--- src/rtl/byte_store_pkg.sv ---
// Shared types and the byte-lane merge helper for the byte_store_bank scratch storage.
// The merge works on a maximum-width word; callers widen their operands and truncate the result.
package byte_store_pkg;

    localparam int MAX_BYTES = 16;

    typedef logic [8*MAX_BYTES-1:0] word_t;
    typedef logic [MAX_BYTES-1:0]   be_t;

    typedef enum logic {
        IDLE  = 1'b0,
        CLEAR = 1'b1
    } state_e;

    // Lanes with be[i]=1 take new_word, all other lanes keep old_word.
    function automatic word_t byte_merge(input word_t old_word, input word_t new_word, input be_t be);
        word_t result;
        result = old_word;
        for (int i = 0; i < MAX_BYTES; i++) begin
            if (be[i]) begin
                result[8*i +: 8] = new_word[8*i +: 8];
            end
        end
        return result;
    endfunction

endpackage

--- src/rtl/byte_store_bank.sv ---
// DEPTH x BYTES-byte scratch bank: per-byte writes, one-cycle registered reads with a valid
// strobe, selectable read-during-write behaviour and a one-word-per-cycle bulk clear sweep.
module byte_store_bank
    import byte_store_pkg::*;
#(
    parameter int BYTES = 4,
    parameter int DEPTH = 16,
    parameter int FWD   = 1,
    parameter int AW    = $clog2(DEPTH)
) (
    input  logic               clk,
    input  logic               rst,
    input  logic               wr_en,
    input  logic [AW-1:0]      wr_addr,
    input  logic [BYTES-1:0]   wr_be,
    input  logic [8*BYTES-1:0] wr_data,
    input  logic               rd_en,
    input  logic [AW-1:0]      rd_addr,
    output logic [8*BYTES-1:0] rd_data,
    output logic               rd_valid,
    input  logic               clr_start,
    output logic               busy
);

    localparam int              W         = 8 * BYTES;
    localparam logic [AW:0]     DEPTH_EXT = (AW + 1)'(DEPTH);
    localparam logic [AW-1:0]   LAST_ADDR = AW'(DEPTH - 1);

    logic [W-1:0] mem [DEPTH];
    state_e       state;
    logic [AW-1:0] ptr;

    logic         wr_hit;
    logic         rd_hit;
    logic [W-1:0] wr_merged;
    logic [W-1:0] rd_word;
    logic [W-1:0] rd_next;

    // Addresses at or beyond DEPTH fall outside the array when DEPTH is not a power of two.
    assign wr_hit = wr_en && ({1'b0, wr_addr} < DEPTH_EXT);
    assign rd_hit = rd_en && ({1'b0, rd_addr} < DEPTH_EXT);

    // NOTE: every always_comb output gets a default first so no path leaves it unassigned (no latch).
    always_comb begin
        rd_word   = '0;
        wr_merged = '0;
        if (rd_hit) begin
            rd_word = mem[rd_addr];
        end
        if (wr_hit) begin
            wr_merged = W'(byte_merge(word_t'(mem[wr_addr]), word_t'(wr_data), be_t'(wr_be)));
        end
        rd_next = rd_word;
        if (FWD != 0 && wr_hit && rd_hit && (wr_addr == rd_addr)) begin
            rd_next = wr_merged;
        end
    end

    // NOTE: state is updated with non-blocking assignments so every register samples pre-edge values.
    always_ff @(posedge clk) begin
        if (rst) begin
            // NOTE: the array is cleared on reset because readers rely on all words reading zero afterwards.
            for (int i = 0; i < DEPTH; i++) begin
                mem[i] <= '0;
            end
            rd_data  <= '0;
            rd_valid <= 1'b0;
            state    <= IDLE;
            ptr      <= '0;
        end else begin
            case (state)
                IDLE: begin
                    if (wr_hit) begin
                        mem[wr_addr] <= wr_merged;
                    end
                    rd_valid <= rd_en;
                    if (rd_en) begin
                        rd_data <= rd_next;
                    end
                    // Same-cycle write/read complete before the sweep starts.
                    if (clr_start) begin
                        state <= CLEAR;
                        ptr   <= '0;
                    end
                end
                CLEAR: begin
                    rd_valid <= 1'b0;
                    mem[ptr] <= '0;
                    if (ptr == LAST_ADDR) begin
                        state <= IDLE;
                        ptr   <= '0;
                    end else begin
                        ptr <= ptr + 1'b1;
                    end
                end
                default: begin
                    state <= IDLE;
                    ptr   <= '0;
                end
            endcase
        end
    end

    assign busy = (state == CLEAR);

endmodule
--- config.mk ---
export PLATFORM = sky130hd
export DESIGN_NAME = byte_store_bank
export DESIGN_NICKNAME = d
export VERILOG_FILES = /design/src/rtl/byte_store_pkg.sv /design/src/rtl/byte_store_bank.sv
export SDC_FILE = /design/constraint.sdc
export NUM_CORES = 1
export LEC_CHECK = 0
export BUFFER_PORTS_ARGS = -buffer_cell sky130_fd_sc_hd__buf_2
export CORE_UTILIZATION = 40
export DETAILED_ROUTE_END_ITERATION = 10
export SYNTH_ARGS = -nofsm -noshare
export SYNTH_HDL_FRONTEND = slang
export SYNTH_SLANG_ARGS = --single-unit
--- constraint.sdc ---
create_clock -name clk -period 4.2 [get_ports clk]
set_input_delay 1.05 -clock clk [delete_from_list [all_inputs] [get_ports clk]]
set_output_delay 1.05 -clock clk [all_outputs]
set_load 0.02 [all_outputs]
# Yosys cells after proc, flatten, opt, wreduce, memory -nomap -nowiden

Memories as Yosys holds them, arrays and structs flattened. A register that Yosys moved wholly into a read port is not among the register bits.
Index checks and enable logic that the tools add are counted.

Bits in registers: 6
RAM bits: 512
Bits of input ports: 49
Output and inout bits: 34
Word-level logic and storage cells: 38
Memories kept: 1

Memory list:

| memory | depth | width | rd ports | clocked after memory_dff | write ports | RTL line              | RTL |
|---|---|---|---|---|---|---|---|
| mem    | 16    | 32    | 2        | 1                        | 16          | byte_store_bank.sv:29 | `logic [W-1:0] mem [DEPTH];` |

Add/sub/neg operators: 1
Equality and inequality tests: 2
Multiplexer cells: 27
Bitwise logic cells: 1
Reduce and logical (&&, ||, !) cells: 3

Operator list:

| cell                  | count |
|---|---|
| $mux W32              | 3 |
| $reduce_or A32 Y1     | 2 |
| $mux W8               | 4 |
| $mux W4               | 4 |
| $mux W1               | 13 |
| $pmux W4 S2           | 1 |
| $add A4 B1 Y4 const B | 1 |
| $eq A4 B4 Y1 const B  | 1 |
| $pmux W1 S2           | 2 |
| $ne A2 B2 Y1 const B  | 1 |
| $reduce_and A2 Y1     | 1 |
| $not A1 Y1            | 1 |

# Logic depth before layout (Yosys ltp)

Gate-level depths: netlist (run 1).

Word-level depth: 7
Gate-level depth with buffers: 10
Mapped depth without buffers: 6

# Worst setup path after synthesis (run 1)

Ideal clock, no wire load.

Path type: input port to flip-flop
Start: input port wr_addr[0]
End: memory mem[8][0] (netlist name) (enable)
Library setup time: 389 ps
Data arrival time: 3062 ps
Required time: 3811 ps
Path slack: 748 ps
Stages: 8
Buffers on the path: 4
Cell sequence: buf_6 > buf_6 > buf_4 > or3_1 > o31ai_1 > nand2_1 > buf_2 > nand2_1

RTL lines:

| item        | RTL line              | RTL |
|---|---|---|
| from (decl) | byte_store_bank.sv:14 | `input logic [AW-1:0] wr_addr,` |
| to (decl)   | byte_store_bank.sv:29 |  |

==> results of run 1 <==
==> synth_stat cells, types with 32 or more instances <==
library cell | n | area share [%]
sky130_fd_sc_hd__nor2_1 | 523 | 6.9
sky130_fd_sc_hd__edfxtp_1 | 512 | 54
sky130_fd_sc_hd__mux2i_1 | 251 | 8.8
sky130_fd_sc_hd__mux4_2 | 128 | 10
sky130_fd_sc_hd__buf_2 | 100 | 1.8
sky130_fd_sc_hd__a22oi_1 | 97 | 2.6
sky130_fd_sc_hd__nand2_1 | 92 | 1.2
sky130_fd_sc_hd__a22o_1 | 81 | 2.5
sky130_fd_sc_hd__clkbuf_1 | 71 | 0.94
sky130_fd_sc_hd__nand3_1 | 49 | 0.86
sky130_fd_sc_hd__dfxtp_1 | 38 | 2.7
sky130_fd_sc_hd__o221ai_1 | 32 | 0.99
==> cells by family (layout without fill, tap and decap cells) <==
family	Yosys count	after routing
compound gates	262	262
xor+xnor	5	5
fa+ha+maj	1	1
buf+inv	229	310
flops	550	550
mux	379	379
simple gates	766	766
==> registers in the layout, summed over array words and instances, names as in the netlist <==
register,count
rd_valid,1
rd_data,32
ptr,4
mem,512
busy,1
==> cell usage in the layout (no fill, tap or decap), types with 5 or more instances in the layout <==
cell type,n
sky130_fd_sc_hd__a221oi_4,7
sky130_fd_sc_hd__nor3_2,5
sky130_fd_sc_hd__and3_1,28
sky130_fd_sc_hd__buf_4,85
sky130_fd_sc_hd__a2111oi_2,7
sky130_fd_sc_hd__a211oi_1,7
sky130_fd_sc_hd__nor2_1,521
sky130_fd_sc_hd__a221oi_1,7
sky130_fd_sc_hd__a21oi_1,7
sky130_fd_sc_hd__buf_12,28
sky130_fd_sc_hd__edfxtp_1,512
sky130_fd_sc_hd__nor2_2,30
sky130_fd_sc_hd__nand3_1,49
sky130_fd_sc_hd__clkinv_2,9
sky130_fd_sc_hd__dfxtp_1,38
sky130_fd_sc_hd__nor2b_1,10
sky130_fd_sc_hd__clkinv_1,5
sky130_fd_sc_hd__buf_2,79
sky130_fd_sc_hd__clkbuf_16,59
sky130_fd_sc_hd__nand2_1,60
sky130_fd_sc_hd__mux4_2,128
sky130_fd_sc_hd__bufinv_16,7
sky130_fd_sc_hd__clkbuf_8,7
sky130_fd_sc_hd__mux2i_1,251
sky130_fd_sc_hd__o221ai_1,32
sky130_fd_sc_hd__a22oi_1,97
sky130_fd_sc_hd__clkbuf_1,17
sky130_fd_sc_hd__nand2_2,32
sky130_fd_sc_hd__a22o_1,81
==> routing by layer <==
layer	wire length [microns]	up-vias
li1	-	8341
met2	44200	1085
met4	3500	2
met5	13	-
met3	8850	231
met1	37200	10057
==> report_power, final <==
group / internal, mW / switching [mW]
Sequential: 6.21 / 0.126
Clock: 3.12 / 2.23
Combinational: 0.572 / 0.994
==> area by class of cell <==
| cell class | instances | area (sq um) |
|---|---|---|
| timing repair buffer | 195 | 1630 |
| multi-input combinational | 1413 | 11100 |
| sequential | 550 | 16100 |
| tap | 940 | 1180 |
| fill | 6355 | 38100 |
| clock buffer | 82 | 1620 |
| clock inverter | 28 | 337 |
| inverter | 5 | 18.8 |
==> metrics by stage <==
step	util [%]	power, mW	hold slack (ps)	instance area, sq um
after floorplan	-	7.43	495	28400
after global placement	42.9	7.97	444	30100
after detailed placement	42.9	8.00	445	30100
after CTS	45.7	13.3	470	32100
after global routing	45.7	13.6	486	32100
final	45.7	13.3	466	32100
==> how the worst max path moves through the flow <==
stage               startpoint           to  slack [ps]  cells after the start
finish                    busy   mem[1][26]        1080                      5
global route              busy   mem[1][26]         910                      5
CTS                       busy   mem[1][26]        1160                      5
detailed placement         rst  mem[11][24]         520                      8
global placement           rst  mem[11][21]         580                      8
floorplan           wr_addr[0]    mem[8][0]         750                      8
==> critical path, stage by stage (launching register included) <==
cell,delay [ps]
sky130_fd_sc_hd__dfxtp_1,700
sky130_fd_sc_hd__nand2b_1,420
sky130_fd_sc_hd__and3_1,550
sky130_fd_sc_hd__buf_4,300
sky130_fd_sc_hd__a221oi_4,710
sky130_fd_sc_hd__nor2_1,130
==> results.txt, run 1 <==
The flow ran to the end, and the final reports show no timing, DRC or antenna violations. After the first detailed-routing iteration, the DRC count stood at 2100. The overall routing resource usage is 26.1%. The number of buffers inserted by port buffering is 82. The first detailed-routing pass took 5 iterations. The clock net sink count is 550. The number of antenna repair diodes is 0. By area, the combinational part of the netlist is dominated by multiplexers.

The total via count after detailed routing is 19716. At the worst endpoint, the required time is 4540 ps. The number of global-route vias before repair is 19599.

TritonCTS built the clock tree. In this run the worst path has a maximum fanout of 17. Global routing consumed, on the met3 layer, 5.42% of the routing resources. The proportion of layout cells with a drive suffix above 1 came out at 22.5%. The worst hold path passes through 2 cells. The worst-case headroom to the max-slew limit is 37.3%. The ratio of total power to cell area came out at 413 nW/um^2. After technology mapping, the gate count stands at 2192. The die height came out at 268 microns. Yosys printed 0 warnings. The routability congestion estimate came out at 0.862.

Setup repair after global routing left no endpoint under its margin. Dividing the detail-routed wire length by the instance count gives 29.2 microns. The H-tree depth reported by CTS is 2. The depth of the worst register-to-register path came out at 5. The critical setup path kind is flip-flop to flip-flop. The worst setup path is captured at a flip-flop. The initial core utilization is 40.5%.

The worst setup path is launched from a flip-flop. The number of enable flip-flop cells after synthesis is 512. Hold repair after CTS inserted 0 buffers. The reg-to-reg setup timing slack is 1080 ps. The worst setup timing slack at the placement stage came out at 525 ps.

The synthesis-to-finish area growth is 12.9%. The data arrival at the endpoint of the critical path came out at 3460 ps. The number of instances in the placed design came out at 3103. After Yosys synthesis, and, or, nand and nor cells account for 11.4% of the synthesized area. The worst reg2reg path endpoint is mem[1][26]. The adder and majority gate portion of the synthesized area came out at 0.0441%. The XOR/XNOR share of the synthesized area is 0.154%. Global routing used 34.7% of the available met1 tracks. At the end of the flow, the number of nets in the layout was 2274. The post-route antenna net violation count came out at 0. Setup violations remaining at the end of the flow were counted as 0. The post-synth design cell area is 28400 sq um. The maximum number of pins on one net before global-route repair came out at 55. The final cycle utilization of the critical path came out at 74.3%. The number of resized instances in the post-cts repair step is 0. In this run the most critical hold path is launched from rd_data[18]. In the final timing run, aggregate negative setup slack is 0 ps.

After global routing the overflow that remains totals 0. The number of clock buffers inserted by TritonCTS is 59. The tightest min-delay check is of the flip-flop to flip-flop type. The reg-to-reg startpoint is busy. The total length of routed wires came out at 93700 microns. The share of cell area taken by muxes after synthesis came out at 19.0%. At the later pin of the worst-skew pair, clock insertion delay measures 650 ps. The tree is rooted in a sky130_fd_sc_hd__clkbuf_16. The initial antenna violation count is 1. The number of primary I/O pins is 83. For hold timing, the worst endpoint is rd_data[18]. Counting every net in the synthesized netlist gives 2242. The core box area is 70100 sq um. The transition time at the pin with the least slew margin is 938 ps. The full die area came out at 72100 sq um. In this run the core area contains 97 standard-cell rows. The proportion of synthesized chip area in sequential cells came out at 56.8%. The placed wire-length estimate after detailed placement came out at 55500 microns.

The mean instance size in the synthesized netlist came out at 13.0 sq um. The static power due to leakage is 11.4 nW. The number of setup buffers added after CTS is 0.

The final max-slew violation count is 0. The maximum frequency from static timing analysis came out at 0.320 GHz. In the synthesized netlist the dominant register cell turns out to be sky130_fd_sc_hd__edfxtp_1. The met2 usage came out at 42.3%. The average via count per standard cell is 6.14.

The non-filler instance count after layout is 3213. The worst path setup slack after routing is 1080 ps. The total count of hold-check failures in the final report came out at 0.

The synthesized netlist devotes 8.12% of its cell area to compound gates. The first global-routing pass estimated 135000 microns of wire. The number of unique standard cell types used by synthesis came out at 53.

The number of buffers on the longest clock path is 3. The max-cap violation count is 0. The die is 268 microns wide. The clock period could shrink to 3120 ps. The synthesized design contains 550 register bits. The global routing stage identified its most utilized layer as met2. IR analysis of the VDD net gives a maximum drop of 0.000325 V. In the synthesized netlist the async set-or-reset flop fraction comes to 0%.

The DRC violations left is 0. The clock-pin slew of the registers on the worst-case setup and hold paths came out at 60 ps. The clock arrives with 25.5 ps of skew.
No activity file was read; power rests on OpenSTA's default activity.
==> run 2: changes to the inputs <==
==> constraint.sdc (replaced) <==
create_clock -name clk -period 2.55 [get_ports clk]
set_input_delay 0.6375 -clock clk [delete_from_list [all_inputs] [get_ports clk]]
set_output_delay 0.6375 -clock clk [all_outputs]
set_load 0.02 [all_outputs]
==> run 2 against run 1 <==
  * Combinational power increased by 97%
  * Wire length increased by 7.2%
  * Sequential power increased by 64%
  * First-iteration DRC count increased by 30%
  * Register-to-register slack got worse by 880 ps
  * Non-clock buffer count increased by 152
  * Cell count increased by 4.7%
  * Core utilization increased by 3.1 points
  * Clock power increased by 61%
==> results.txt, run 2 (synthesis gave the netlist of run 1 again) <==
Setup violations remaining at the end of the flow were counted as 0. The number of primary I/O pins came out at 83. The final max-slew violation count came out at 0. The overall power came out at 22.1 mW.

The relative contribution of sequential cells to total power came out at 47.1%. The number of hold-repair buffers added at the cts stage came out at 0. The floorplan step set the die width to 268 microns. On the final layout, the worst clock skew is 35.6 ps.

From synthesis to final layout, the design area changed by 20.6%. The register with the most flip-flops in the final layout is mem. The placed instances occupy a cell area of 32400 sq um. The DRC marker count from the first detailed-route iteration is 2722. Dividing the detail-routed via count by the number of cells gives 6.18. The total length of routed wires is 100000 microns. The clock net sink count came out at 550. The initial antenna violation count is 1.

The average wire per standard cell is 29.9 microns. The final-stage net count came out at 2425. The maximum frequency from static timing analysis came out at 0.426 GHz. Setup repair after global routing left no endpoint under its margin.

Before CTS, the worst setup slack after placement is -265 ps. The worst vdd rail ir drop came out at 0.000531 V. The run finished with clean final reports.

The number of flip-flops in the largest register came out at 512. The number of clock buffers inserted by TritonCTS came out at 58. For this design the static power due to leakage is 12.6 nW.

The worst path needs 2350 ps of the cycle, external delays included. The post-route antenna net violation count is 0. After global routing the overflow that remains totals 0. The share of total power in the clock network came out at 38.9%. After routing the design area is 34300 sq um. The category of the worst setup path launch point is a flip-flop.

Entering global routing, the biggest net connects 33 pins. The region available for standard cell placement spans 70100 sq um. The number of rows in the core area came out at 97. The number of buffers inserted by port buffering came out at 82. At the pin with the least slew margin, the transition time is 1230 ps. The first global-routing pass estimated 143000 microns of wire. The root buffer cell chosen for the clock tree is sky130_fd_sc_hd__clkbuf_16.

For the worst setup path, the data arrival time is 2900 ps. The die height is 268 microns. The post-route worst hold slack is 404 ps.

The full die area is 72100 sq um. The DRC violations left is 0. The max-cap violation count came out at 0. The slowest stage of the critical path belongs to the cell sky130_fd_sc_hd__nor3_2. The clock-pin slew of the registers on the worst-case setup and hold paths is 60 ps. The switching share of power is 25.2%. TritonCTS built the clock tree. The signal on the critical path passes through nor2b_1 -> nor3_2 -> nand3_1 -> and3_1 -> buf_12 -> o221ai_1.

The total negative setup slack came out at 0 ps. The number of antenna repair diodes is 0. The total count of hold-check failures in the final report is 0. Routability-driven placement finished with a final weighted congestion of 0.863. The internal power contribution is 16.6 mW. Power spread over the standard cell area amounts to 646 nW/um^2. The buffers inserted during post-CTS setup optimization came out at 0. The min-delay analysis places its worst path in the category primary input to flip-flop. The worst path setup slack after routing came out at 200 ps. On the worst path, the slowest cell contributes a delay of 970 ps. The total via count after detailed routing came out at 20772. The proportion of layout cells with a drive suffix above 1 is 27.3%. The placed wire-length estimate after detailed placement is 61900 microns. No sink is reached through more buffers than the 3 on the longest clock path. The library cells used most frequently in the layout, excluding fill and tap cells, are sky130_fd_sc_hd__nor2_1, sky130_fd_sc_hd__edfxtp_1, sky130_fd_sc_hd__mux2i_1, sky130_fd_sc_hd__buf_4, sky130_fd_sc_hd__mux4_2. The part of the power in combinational logic came out at 14.0%. The number of resized instances in the post-cts repair step is 0.

The kind of end point of the critical path is a flip-flop. The reg-to-reg setup timing slack came out at 200 ps. The overall routing resource usage is 27.9%.

In the final layout, the registers with the most flip-flops are mem: 512 flops, rd_data: 32 flops, ptr: 4 flops. The final cycle utilization of the critical path came out at 92.1%. The critical path data required time is 3100 ps. The H-tree depth reported by CTS came out at 2. The worst-case headroom to the max-slew limit is 17.5%. The initial core utilization came out at 40.5%. The critical path is of the flip-flop to flip-flop type. The library cell used most frequently in the layout, excluding fill and tap cells, is sky130_fd_sc_hd__nor2_1.

For this run, the detailed router's first-pass iteration total came to 5. The power spent charging and discharging nets is 5.57 mW. The clock latency reported for the late side of the worst-skew pair came out at 640 ps. The highest net fanout along the worst path is 13.

The number of global-route vias before repair is 20626.
[run 2: changes by cell type in the layout (fill, tap and decap cells not counted), moves of 2 or more]
| cell | delta |
|---|---|
| sky130_fd_sc_hd__buf_12 | +87 |
| sky130_fd_sc_hd__buf_4 | +65 |
| sky130_fd_sc_hd__clkinv_1 | +4 |
| sky130_fd_sc_hd__clkbuf_1 | -3 |
| sky130_fd_sc_hd__clkinv_2 | +3 |
| sky130_fd_sc_hd__clkinv_4 | -3 |
| sky130_fd_sc_hd__clkinvlp_4 | -2 |
| sky130_fd_sc_hd__nand2_2 | -2 |
[run 2: layer usage]
metal / global-route usage, % / wire (microns) / share of wire [%]
met5: 0 / 11 / 0.011
met4: 11.3 / 4270 / 4.2
met3: 5.47 / 10200 / 10
met2: 44.3 / 46700 / 46
met1: 37.5 / 39300 / 39
[run 2: area by class of cell]
class	instances	area (sq um)
Sequential cell	550	16100
Clock buffer	80	1630
Tap cell	940	1180
Inverter	5	18.8
Multi-Input combinational cell	1413	11200
Clock inverter	28	287
Fill cell	6184	35900
Timing Repair Buffer	347	3860
[run 2: stage by stage]
| stage | std cells | utilization, % |
|---|---|---|
| 6_report | 3363 | 48.8 |
| 5_1_grt | 3363 | 48.8 |
| 4_1_cts | 3363 | 48.8 |
| 3_5_place_dp | 3255 | 46.1 |
| 3_3_place_gp | 3255 | 46.1 |
| 2_1_floorplan | 2192 | - |
[run 2: worst max-delay path: cells and delay by family, from the launching register on]
kind | cells | cell delay (ps)
compound gates | 1 | 180
flops | 1 | 340
simple gates | 4 | 1590
buf+inv | 1 | 150
[run 2: power by group through the flow]
stage	Clock [mW]	Sequential, mW	Combinational [mW]
finish	8.62	10.4	3.09
global route	9.03	10.5	3.22
CTS	8.70	10.4	3.05
detailed placement	0	10.6	3.04
global placement	0	10.6	3.01
floorplan	0	10.6	1.66
[run 2: path summary, 6_finish.rpt]
path,startpoint,endpoint,depth (start not counted)
worst max-delay path,busy,rd_data[0],6
worst min-delay path,wr_data[27],rd_data[27],3
worst max register to register,busy,rd_data[0],6
worst min register to register,rd_data[18],rd_data[18],2
==> run 3: changes to the inputs <==
--- a/config.mk
+++ b/config.mk
@@ -8,6 +8,7 @@
 export BUFFER_PORTS_ARGS = -buffer_cell sky130_fd_sc_hd__buf_2
 export CORE_UTILIZATION = 40
 export DETAILED_ROUTE_END_ITERATION = 10
+export RECOVER_POWER = 100
 export SYNTH_ARGS = -nofsm -noshare
 export SYNTH_HDL_FRONTEND = slang
 export SYNTH_SLANG_ARGS = --single-unit
==> run 3 against run 2 <==
  * Non-clock buffer count stayed put
  * Sequential cell count stayed put
  * Cell count hardly changed
  * Combinational power is 6% lower
  * Wire length hardly changed
==> results.txt, run 3 (synthesis gave the netlist of run 1 again) <==
The static power due to leakage came out at 12.1 nW. The critical path data required time came out at 3030 ps. The clock tree root buffer cell is sky130_fd_sc_hd__clkbuf_16. Broken down by cell family, the worst path's largest delay share belongs to simple AND/OR/NAND/NOR gates. The number of resized instances in the post-cts repair step came out at 0.

Data on the critical path arrives at its endpoint at 2940 ps. The highest net fanout along the worst path came out at 15. The die covers 72100 sq um. The first global-routing pass estimated 143000 microns of wire. For this design the top-level I/O count stands at 83. Setup repair after global routing left no endpoint under its margin. The depth of the worst register-to-register path came out at 6. The register with the most flip-flops in the final layout is mem. In the post-route analysis, the smallest setup slack over all paths is 97.6 ps.

The total via count after detailed routing is 20649. In the layout the commonest cells are sky130_fd_sc_hd__nor2_1, sky130_fd_sc_hd__edfxtp_1, sky130_fd_sc_hd__mux2i_1, sky130_fd_sc_hd__mux4_2, sky130_fd_sc_hd__buf_4. The clock latency reported for the late side of the worst-skew pair is 640 ps. The final critical path takes up 96.2% of the cycle. The maximum number of pins on one net before global-route repair came out at 33. The proportion of layout cells with a drive suffix above 1 came out at 22.4%. The DRC marker count from the first detailed-route iteration is 2846. The final max-slew violation count came to 0. Between clock sinks in the finished design, the worst skew comes to 35.0 ps. The core box area is 70100 sq um. In this run the deepest clock path goes through 3 buffers. The min-delay analysis places its worst path in the category primary input to flip-flop.

The initial antenna violation count was 1. The transition time at the pin with the least slew margin is 1280 ps. The die height is 268 microns. The final-layout fill cell count came out at 6351. The floorplan has 97 rows. The flow ran to the end, and the final reports show no timing, DRC or antenna violations. In the routed design, unresolved DRC markers number 0.

In this run the most critical hold path is launched from clr_start. The ratio of total power to cell area is 656 nW/um^2. The H-tree depth reported by CTS came out at 2.

TritonCTS built the clock tree. For this run, the post-layout net count is 2425. Leaving out fill and tap cells, the most frequent cell in the layout is sky130_fd_sc_hd__nor2_1. The floorplan step set the die width to 268 microns. The critical setup path kind is flip-flop to flip-flop. The number of global-route vias before repair is 20626.

The clock-pin slew of the registers on the worst-case setup and hold paths came out at 60 ps. For this design, the sink count on the clock tree is 550. The initial core utilization came out at 40.5%. The area of the multi-input gates came out at 10900 sq um.

The placed wire-length estimate after detailed placement is 61900 microns. The worst vdd rail ir drop is 0.000530 V. The total negative setup slack came out at 0 ps.

Walking the worst path, the cells encountered are nor2b_1 -> nor3_2 -> nand3_1 -> and3_1 -> clkbuf_2 -> nor2_1. The completed layout was analyzed and its total power is 21.9 mW. The time the final worst path needs with I/O delays and setup came out at 2450 ps. The register area came out at 16100 sq um. The number of detailed-route iterations in the first pass is 6. STA classifies the critical path startpoint as a flip-flop. At the end of routability-driven placement, the weighted congestion stood at 0.863. The number of buffers inserted by port buffering is 82. The average wire per standard cell is 29.9 microns. The number of buffers and inverters on the critical path came out at 1. The largest stage delay on the critical path came out at 1000 ps.

After clock tree synthesis, the setup repair step added 0 buffers. The total count of hold-check failures in the final report is 0. The worst-case headroom to the max-slew limit is 14.3%.

The worst hold path endpoint is ptr[1]. The startpoint identified for the worst register-to-register timing path is busy. Setup violations remaining at the end of the flow were counted as 0. The maximum frequency from static timing analysis is 0.408 GHz. The number of hold-repair buffers added at the cts stage came out at 0. After detailed routing, the total wire length is 101000 microns. The largest individual stage delay along the critical path comes from the cell sky130_fd_sc_hd__nor3_2. The number of clock buffers added by TritonCTS is 58. The worst hold path was traced through 4 stages. The max-cap violation count is 0.

The post-route worst hold slack came out at 448 ps. The area growth from synthesis to layout is 17.9%. In the routed layout, each cell is associated on average with a via count of 6.14. The worst setup timing slack at the placement stage is -265 ps. The worst register-to-register path ends at mem[13][6]. The reg-to-reg setup timing slack came out at 100 ps. The largest registers in the layout are mem: 512 flops, rd_data: 32 flops, ptr: 4 flops. The overall routing resource usage came out at 27.9%. Once detail routing completed, the nets flagged for antenna violations numbered 0.

The register with the most flip-flops in the layout has 512 of them. The total congestion overflow came out at 0. STA classifies the critical path endpoint as a flip-flop. The core utilization of the finished layout is 47.7%.
[run 3: cell types whose count changed in the layout (fill, tap and decap cells not counted), sizes merged]
cell	previous run	this run
clkbuf	80	185
buf	347	240
diode	0	1
dlymetal6s2s	0	2
[run 3: through the flow]
| stage | instances | instance area (sq um) |
|---|---|---|
| 6_report | 3364 | 33500 |
| 5_1_grt | 3363 | 33500 |
| 4_1_cts | 3363 | 34300 |
| 3_5_place_dp | 3255 | 32400 |
| 3_3_place_gp | 3255 | 32400 |
| 2_1_floorplan | 2192 | 28500 |
[run 3: final cells by class]
cell class,instances,area share (%)
repair buffers,347,9.84
multi-input cells,1413,32.7
well taps,940,3.51
inverters,5,0.0561
clock inverters,28,0.856
flip-flops and latches,550,48.2
diodes,1,0.00748
clock buffers,80,4.86
[run 3: worst reg2reg max path: cells and delay by family (launching register included)]
kind,cells,cell delay [ps]
and+or+nand+nor,5,1720
DFF,1,340
buffers and inverters,1,240
[run 3: layer usage]
layer  wire, microns  global-route usage (%)
met5               0                       0
met4            4180                    11.3
met3           10300                    5.47
met2           46900                    44.3
met1           39200                    37.5
[run 3: worst max path at each step]
stage | from | endpoint | depth (start not counted)
6_report | busy | mem[13][6] | 6
5_1_grt | busy | mem[7][15] | 8
4_1_cts | busy | mem[9][30] | 6
3_5_place_dp | rst | rd_data[30] | 7
3_3_place_gp | rst | rd_data[30] | 7
2_1_floorplan | rst | mem[15][0] | 7
[run 3: power by group]
| part | total (mW) | internal (mW) | switching (mW) |
|---|---|---|---|
| Clock | 8.61 | 5.03 | 3.58 |
| Sequential | 10.4 | 10.2 | 0.206 |
| Combinational | 2.90 | 1.17 | 1.73 |
